### config.mk
export PLATFORM = sky130hd
export DESIGN_NAME = fetch_unit
export DESIGN_NICKNAME = d
export VERILOG_FILES = /design/src/rtl/fetch_unit.sv
export SDC_FILE = /design/constraint.sdc
export NUM_CORES = 1
export LEC_CHECK = 0
export BUFFER_PORTS_ARGS = -buffer_cell sky130_fd_sc_hd__buf_4
export CAP_MARGIN = 25
export CORE_MARGIN = 5
export CORE_UTILIZATION = 30
export CTS_CLUSTER_SIZE = 14
export DETAILED_ROUTE_END_ITERATION = 12
export SETUP_SLACK_MARGIN = 0.1
export SYNTH_ARGS = -nofsm -noshare
export SYNTH_HDL_FRONTEND = slang
export SYNTH_SLANG_ARGS = --single-unit
### constraint.sdc
create_clock -name clk -period 2.5 [get_ports clk]
set_input_delay 0.5 -clock clk [delete_from_list [all_inputs] [get_ports clk]]
set_output_delay 0.5 -clock clk [all_outputs]
set_load 0.01 [all_outputs]
### src/rtl/fetch_unit.sv
// rtl/fetch_unit.sv - single-outstanding-request instruction fetch stage
module fetch_unit #(
    parameter int                XLEN     = 32,
    parameter logic [XLEN-1:0]   RESET_PC = {XLEN{1'b0}}
) (
    input  logic             clk,
    input  logic             reset,
    input  logic             pcsrc,
    input  logic [XLEN-1:0]  pctarget,
    input  logic             stall,
    output logic             imem_req,
    output logic [XLEN-1:0]  imem_addr,
    input  logic             imem_ack,
    input  logic [31:0]      imem_rdata,
    output logic [31:0]      instr,
    output logic [6:0]       op,
    output logic [2:0]       funct3,
    output logic             funct7b5,
    output logic [XLEN-1:0]  pc,
    output logic [XLEN-1:0]  pcplus4,
    output logic             instr_valid,
    output logic [31:0]      instret
);

    typedef enum logic [1:0] {
        S_IDLE  = 2'd0,
        S_REQ   = 2'd1,
        S_VALID = 2'd2
    } state_t;

    localparam logic [31:0]     NOP  = 32'h0000_0013;
    localparam logic [XLEN-1:0] FOUR = {{(XLEN-3){1'b0}}, 3'd4};

    state_t            r_state;
    logic [XLEN-1:0]   r_fetch_pc;
    logic [XLEN-1:0]   r_pc;
    logic [31:0]       r_instr;
    logic [31:0]       r_instret;
    logic              r_imem_req;
    logic              r_instr_valid;

    logic [XLEN-1:0]   w_pcplus4;
    logic [XLEN-1:0]   w_target;
    logic              w_unused_target_lsbs;

    // Sequential pc increment wraps naturally at 2^XLEN; target low bits are forced to a word boundary.
    assign w_pcplus4            = r_pc + FOUR;
    assign w_target             = {pctarget[XLEN-1:2], 2'b00};
    assign w_unused_target_lsbs = &pctarget[1:0];

    assign imem_req    = r_imem_req;
    assign imem_addr   = r_fetch_pc;
    assign instr       = r_instr;
    assign op          = r_instr[6:0];
    assign funct3      = r_instr[14:12];
    assign funct7b5    = r_instr[30];
    assign pc          = r_pc;
    assign pcplus4     = w_pcplus4;
    assign instr_valid = r_instr_valid;
    assign instret     = r_instret;

    // Fetch FSM: IDLE drains any stale ack after reset, REQ waits for the memory, VALID holds until consumed.
    always_ff @(posedge clk) begin
        if (reset) begin
            r_state       <= S_IDLE;
            r_fetch_pc    <= RESET_PC;
            r_pc          <= RESET_PC;
            r_instr       <= NOP;
            r_instret     <= 32'd0;
            r_imem_req    <= 1'b0;
            r_instr_valid <= 1'b0;
        end else begin
            case (r_state)
                S_IDLE: begin
                    r_state    <= S_REQ;
                    r_imem_req <= 1'b1;
                end
                S_REQ: begin
                    if (imem_ack) begin
                        r_instr       <= imem_rdata;
                        r_pc          <= r_fetch_pc;
                        r_state       <= S_VALID;
                        r_imem_req    <= 1'b0;
                        r_instr_valid <= 1'b1;
                    end
                end
                S_VALID: begin
                    if (!stall) begin
                        r_fetch_pc    <= pcsrc ? w_target : w_pcplus4;
                        r_instret     <= r_instret + 32'd1;
                        r_state       <= S_REQ;
                        r_imem_req    <= 1'b1;
                        r_instr_valid <= 1'b0;
                    end
                end
                default: begin
                    r_state       <= S_IDLE;
                    r_imem_req    <= 1'b0;
                    r_instr_valid <= 1'b0;
                end
            endcase
        end
    end

endmodule

* After elaboration in Yosys (flattened, before gate mapping)
Cells that the tools add are included.
Storage, ports and cells: memory bits (read-only) 0, bits of input ports 69, latch bits 0, output and inout bits 173, logic and storage cells 30, register bits after elaboration 132, bits in writable memories 0, memories 0
Operators by class: order comparisons 0, divide/modulo/power cells 0, reductions and logical operators 5, equality and inequality tests 4, bitwise operators 2, muxes and demuxes 10, shift-type cells 0, multipliers 0, $add $sub $neg 2
Operators with widths (number):
- $add 32x1->32 const B | 1
- $add 32x3->32 const B | 1
- $mux 32 | 1
- $pmux 1 s3 | 2
- $pmux 2 s3 | 1
- $reduce_and 2->1 | 3
- $mux 1 | 4
- $mux 2 | 2
- $ne 2x2->1 const B | 2
- $reduce_and 3->1 | 1
- $eq 2x1->1 const B | 1
- $eq 2x2->1 const B | 1
- $logic_not 2->1 | 1
- $not 1->1 | 2

* Logic depth before layout (Yosys ltp)
depth after elaboration 3, depth in mapped cells 7, depth with buffers taken out 6

* Worst setup path after synthesis
OpenSTA, ideal clock, no wires.
kind flip-flop to output port, start point reg r_pc[14], in the netlist pc[14], end point out pcplus4[25], setup slack 0.289 ns, buffers on the path 1, data required time 2.000 ns, cell stages (with the launch flop) 6, arrival 1.711 ns, cells stage by stage dfxtp_1 > buf_2 > nand4_1 > or3_4 > o31a_1 > or2_1
Between the ends: cells in the longest elaborated chain, start to end 1
RTL lines:
- start: declaration | line 36 | logic [XLEN-1:0] r_pc;
- start signal: assignment | line 81 | r_pc <= r_fetch_pc;
- $add 32x3->32 | line 47 | assign w_pcplus4 = r_pc + FOUR;
- end: declaration | line 20 | output logic [XLEN-1:0] pcplus4,
Every way passes these cells.

* Final worst setup path
start point reg r_pc[5], in the netlist pc[5], end point out pcplus4[22]
Same word-level chain as after synthesis.

==> flow_metrics.tcl <==
set metrics [dict create \
    rows 51 \
    crit_top_cell "buf_4" \
    die_width_microns 149.9 \
    peakVddDrop_mv 0.4086 \
    first_global_vias 5733 \
    dieHeight_microns 149.9 \
    critPathSlowestCell "dfxtp_2" \
    h-tree-depth 4 \
    syn_to_final_growth_pct 52.83 \
    wl_per_cell_microns 16.12 \
    placed_cell_area_sq_um 7938 \
    synthFlopType "dfxtp_1" \
    drc 0 \
    hold_viol 0 \
    crit_arrival_ns 2.07 \
    pin_count 242 \
    syn_inst 746 \
    critPathMaxStageDelay_ns 0.32 \
    cts_tree "yes" \
    seq_area_frac_synth_pct 44.67 \
    slew-limit-headroom_pct 47.84 \
    synthesis.nets 817 \
    grt_max_degree 128 \
    initial_core_util_pct 30.36 \
    crit_path_end_kind "output port" \
    core_area_sq_um 19330 \
    antennaDiodeCount 0 \
    ys_warn_count 0 \
    viasPerCell 4.712 \
    fmax_mhz 389.1 \
    grt_pass1_wl_microns 31260 \
    p_leak_uw 0.003957 \
    synth_area_per_cell_sq_um 7.869 \
    ant_nets 0 \
    first_iter_violations 203 \
    violations "negative setup slack" \
    required_ns 2.00 \
    critPathKind "register to output port" \
    numCtsBuffers 17 \
    crit_path_max_fanout 6 \
    synth_edf_count 0 \
    clockRootBuffer "clkbuf_16" \
    io_buffers 239 \
    vias 5951 \
    drt_wl_total_microns 20360 \
    drive_above_1_share_pct 36.97 \
    grt_setup_unrepaired "yes" \
    slew_viol_final 0 \
    cap_violations 0 \
    globalRoute.totalOverflow 0 \
    cts_buffer_depth 2 \
    cts.sinks 131 \
    setup_slack_ns -0.06979 \
    pwr_density_cell_nw_per_um2 552.4 \
    dr.pass1.iters 4 \
    place_ws_ns 0.1403 \
    antenna_found_initial 0 \
    nets 1056 \
    final_area_sq_um 8972 \
    yosys_register_bits 131 \
    hold_class "input port to register" \
    outcome "finished, violations left" \
    clkTransAtPathRegs_ns 0.06 \
    ys_types 43 \
    finalCritPeriodShare_pct 102.8 \
    clkLatencyLatePin_ns 0.41 \
    finalSetupViolCount 7 \
    worstSetupStartpointType "register" \
    dieArea_sq_um 22470 \
    worstPathCellList "nand4_1 -> buf_4 -> nor3_4 -> buf_6 -> buf_4 -> nand3_4 -> xnor2_2 -> buf_4" \
    post-dp-hpwl_microns 14020 \
    synthTopCellsByArea "dfxtp_1 (45%), nand2_1 (12%), a21oi_1 (7.3%), xor2_1 (5.5%), nand3_1 (3.9%)" \
    syn_area_sq_um 5871 \
    async_reset_ff_share_pct 0 \
    synth_top_cell_by_area "dfxtp_1" \
    yosysTopAreaCellShare_pct 44.67 \
    worstMarginPinSlew_ns 0.7815 \
    finalCriticalPeriod_ns 2.570 \
    place.gp.congestion 0.8176 \
    track_usage_pct 17.56 \
    finClkSkew_ns 0.008090 \
]
area by class of cell:
cell class | count | area [sq um]
clock buffer | 21 | 460.4
clock inverter | 11 | 110.1
fill | 1928 | 10360
inverter | 9 | 33.78
multi-input combinational | 546 | 3244
sequential | 131 | 2650
tap | 265 | 331.6
timing repair buffer | 280 | 2142
worst max-delay path, delay by kind of cell, from the launching register on:
| family | cells | cell delay [ns] |
|---|---|---|
| buffers and inverters | 4 | 0.65 |
| XOR/XNOR | 1 | 0.22 |
| flip-flops | 1 | 0.32 |
| AND/OR/NAND/NOR | 3 | 0.46 |
kinds of logic (layout without fill, tap and decap cells):
| family | after synthesis | in the layout | synth area share [%] |
|---|---|---|---|
| AND/OR/NAND/NOR | 362 | 362 | 28.32 |
| AO/OA/AOI/OAI | 122 | 122 | 12.06 |
| flip-flops | 131 | 131 | 44.67 |
| adder cells (fa/ha/maj) | 2 | 2 | 0.4262 |
| multiplexers | 2 | 2 | 0.3410 |
| XOR/XNOR | 58 | 58 | 8.781 |
| buffers and inverters | 69 | 321 | 5.392 |
per-layer routing:
metal | global-route usage, % | share of wire [%]
met1 | 22.11 | 43
met2 | 28.95 | 49
met3 | 5.966 | 7.3
met4 | 4.346 | 1.2
met5 | 0 | 0
path summary, 6_finish.rpt:
check,startpoint,to,slack [ns],cells past startpoint
max,pc[5]$_SDFFE_PP0P_,pcplus4[22],-0.07,8
min,imem_rdata[0],instr[0]$_SDFFE_PP1P_,0.30,3
max reg2reg,pc[5]$_SDFFE_PP0P_,imem_addr[28]$_SDFFE_PP0P_,0.59,9
min reg2reg,instr[24]$_SDFFE_PP0P_,instr[24]$_SDFFE_PP0P_,0.45,2
cell usage after synthesis, types with 2 or more instances:
library cell and count:
nand2_1 182, dfxtp_1 131, a21oi_1 86, nor2_1 57, nand3_1 46, clkbuf_1 38
xor2_1 37, nand4_1 24, xnor2_1 20, buf_4 13, a41o_1 10, a31oi_1 9
nor3_1 9, and3_1 8, inv_1 8, nand2b_1 7, nor4_1 7, buf_2 6
o211ai_1 6, and2_1 4, and4_1 4, o21ai_0 4, nor3_2 3, or2_2 3
a211oi_1 2, buf_1 2, ha_1 2, mux2i_1 2, o21a_1 2
where the power goes:
part,switching (uW),internal (uW)
Clock,923,1510
Sequential,27.8,2120
Combinational,207,168
repair_timing:
action | 4_1_cts | 5_1_grt
pin swaps | 11 | 23
buffers inserted | 6 | 8
resized for setup | 32 | 41
hold buffers | 0 | 0
endpoints found under the setup margin | 22 | 23
layout by cell type (no fill, tap or decap), drive strengths merged, types with 9 or more instances in the layout:
| master | n |
|---|---|
| xnor2 | 20 |
| nand4 | 25 |
| dfxtp | 131 |
| nand3 | 46 |
| a31oi | 9 |
| xor2 | 38 |
| clkbuf | 21 |
| nor2 | 57 |
| a21oi | 86 |
| buf | 280 |
| nand2 | 182 |
| a41o | 10 |
| nor3 | 13 |
per-stage QoR:
stage	utilization [%]	std cells	power [uW]	setup TNS, ns	hold WS, ns
floorplan	-	746	2375	0	0.4805
global placement	41.05	1217	2576	0	0.4431
detailed placement	41.05	1217	2579	0	0.4487
CTS	45.03	1255	5030	-0.4748	0.2795
global route	46.41	1263	5147	-1.550	0.2904
finish	46.41	1263	4956	-0.2685	0.3008
registers in the layout, summed over array words and instances (netlist names):
register and cells:
r_state 2, pc 32, instret 32, imem_addr 32
instr_valid 1, instr 32
(Power assumes the default switching activity.)
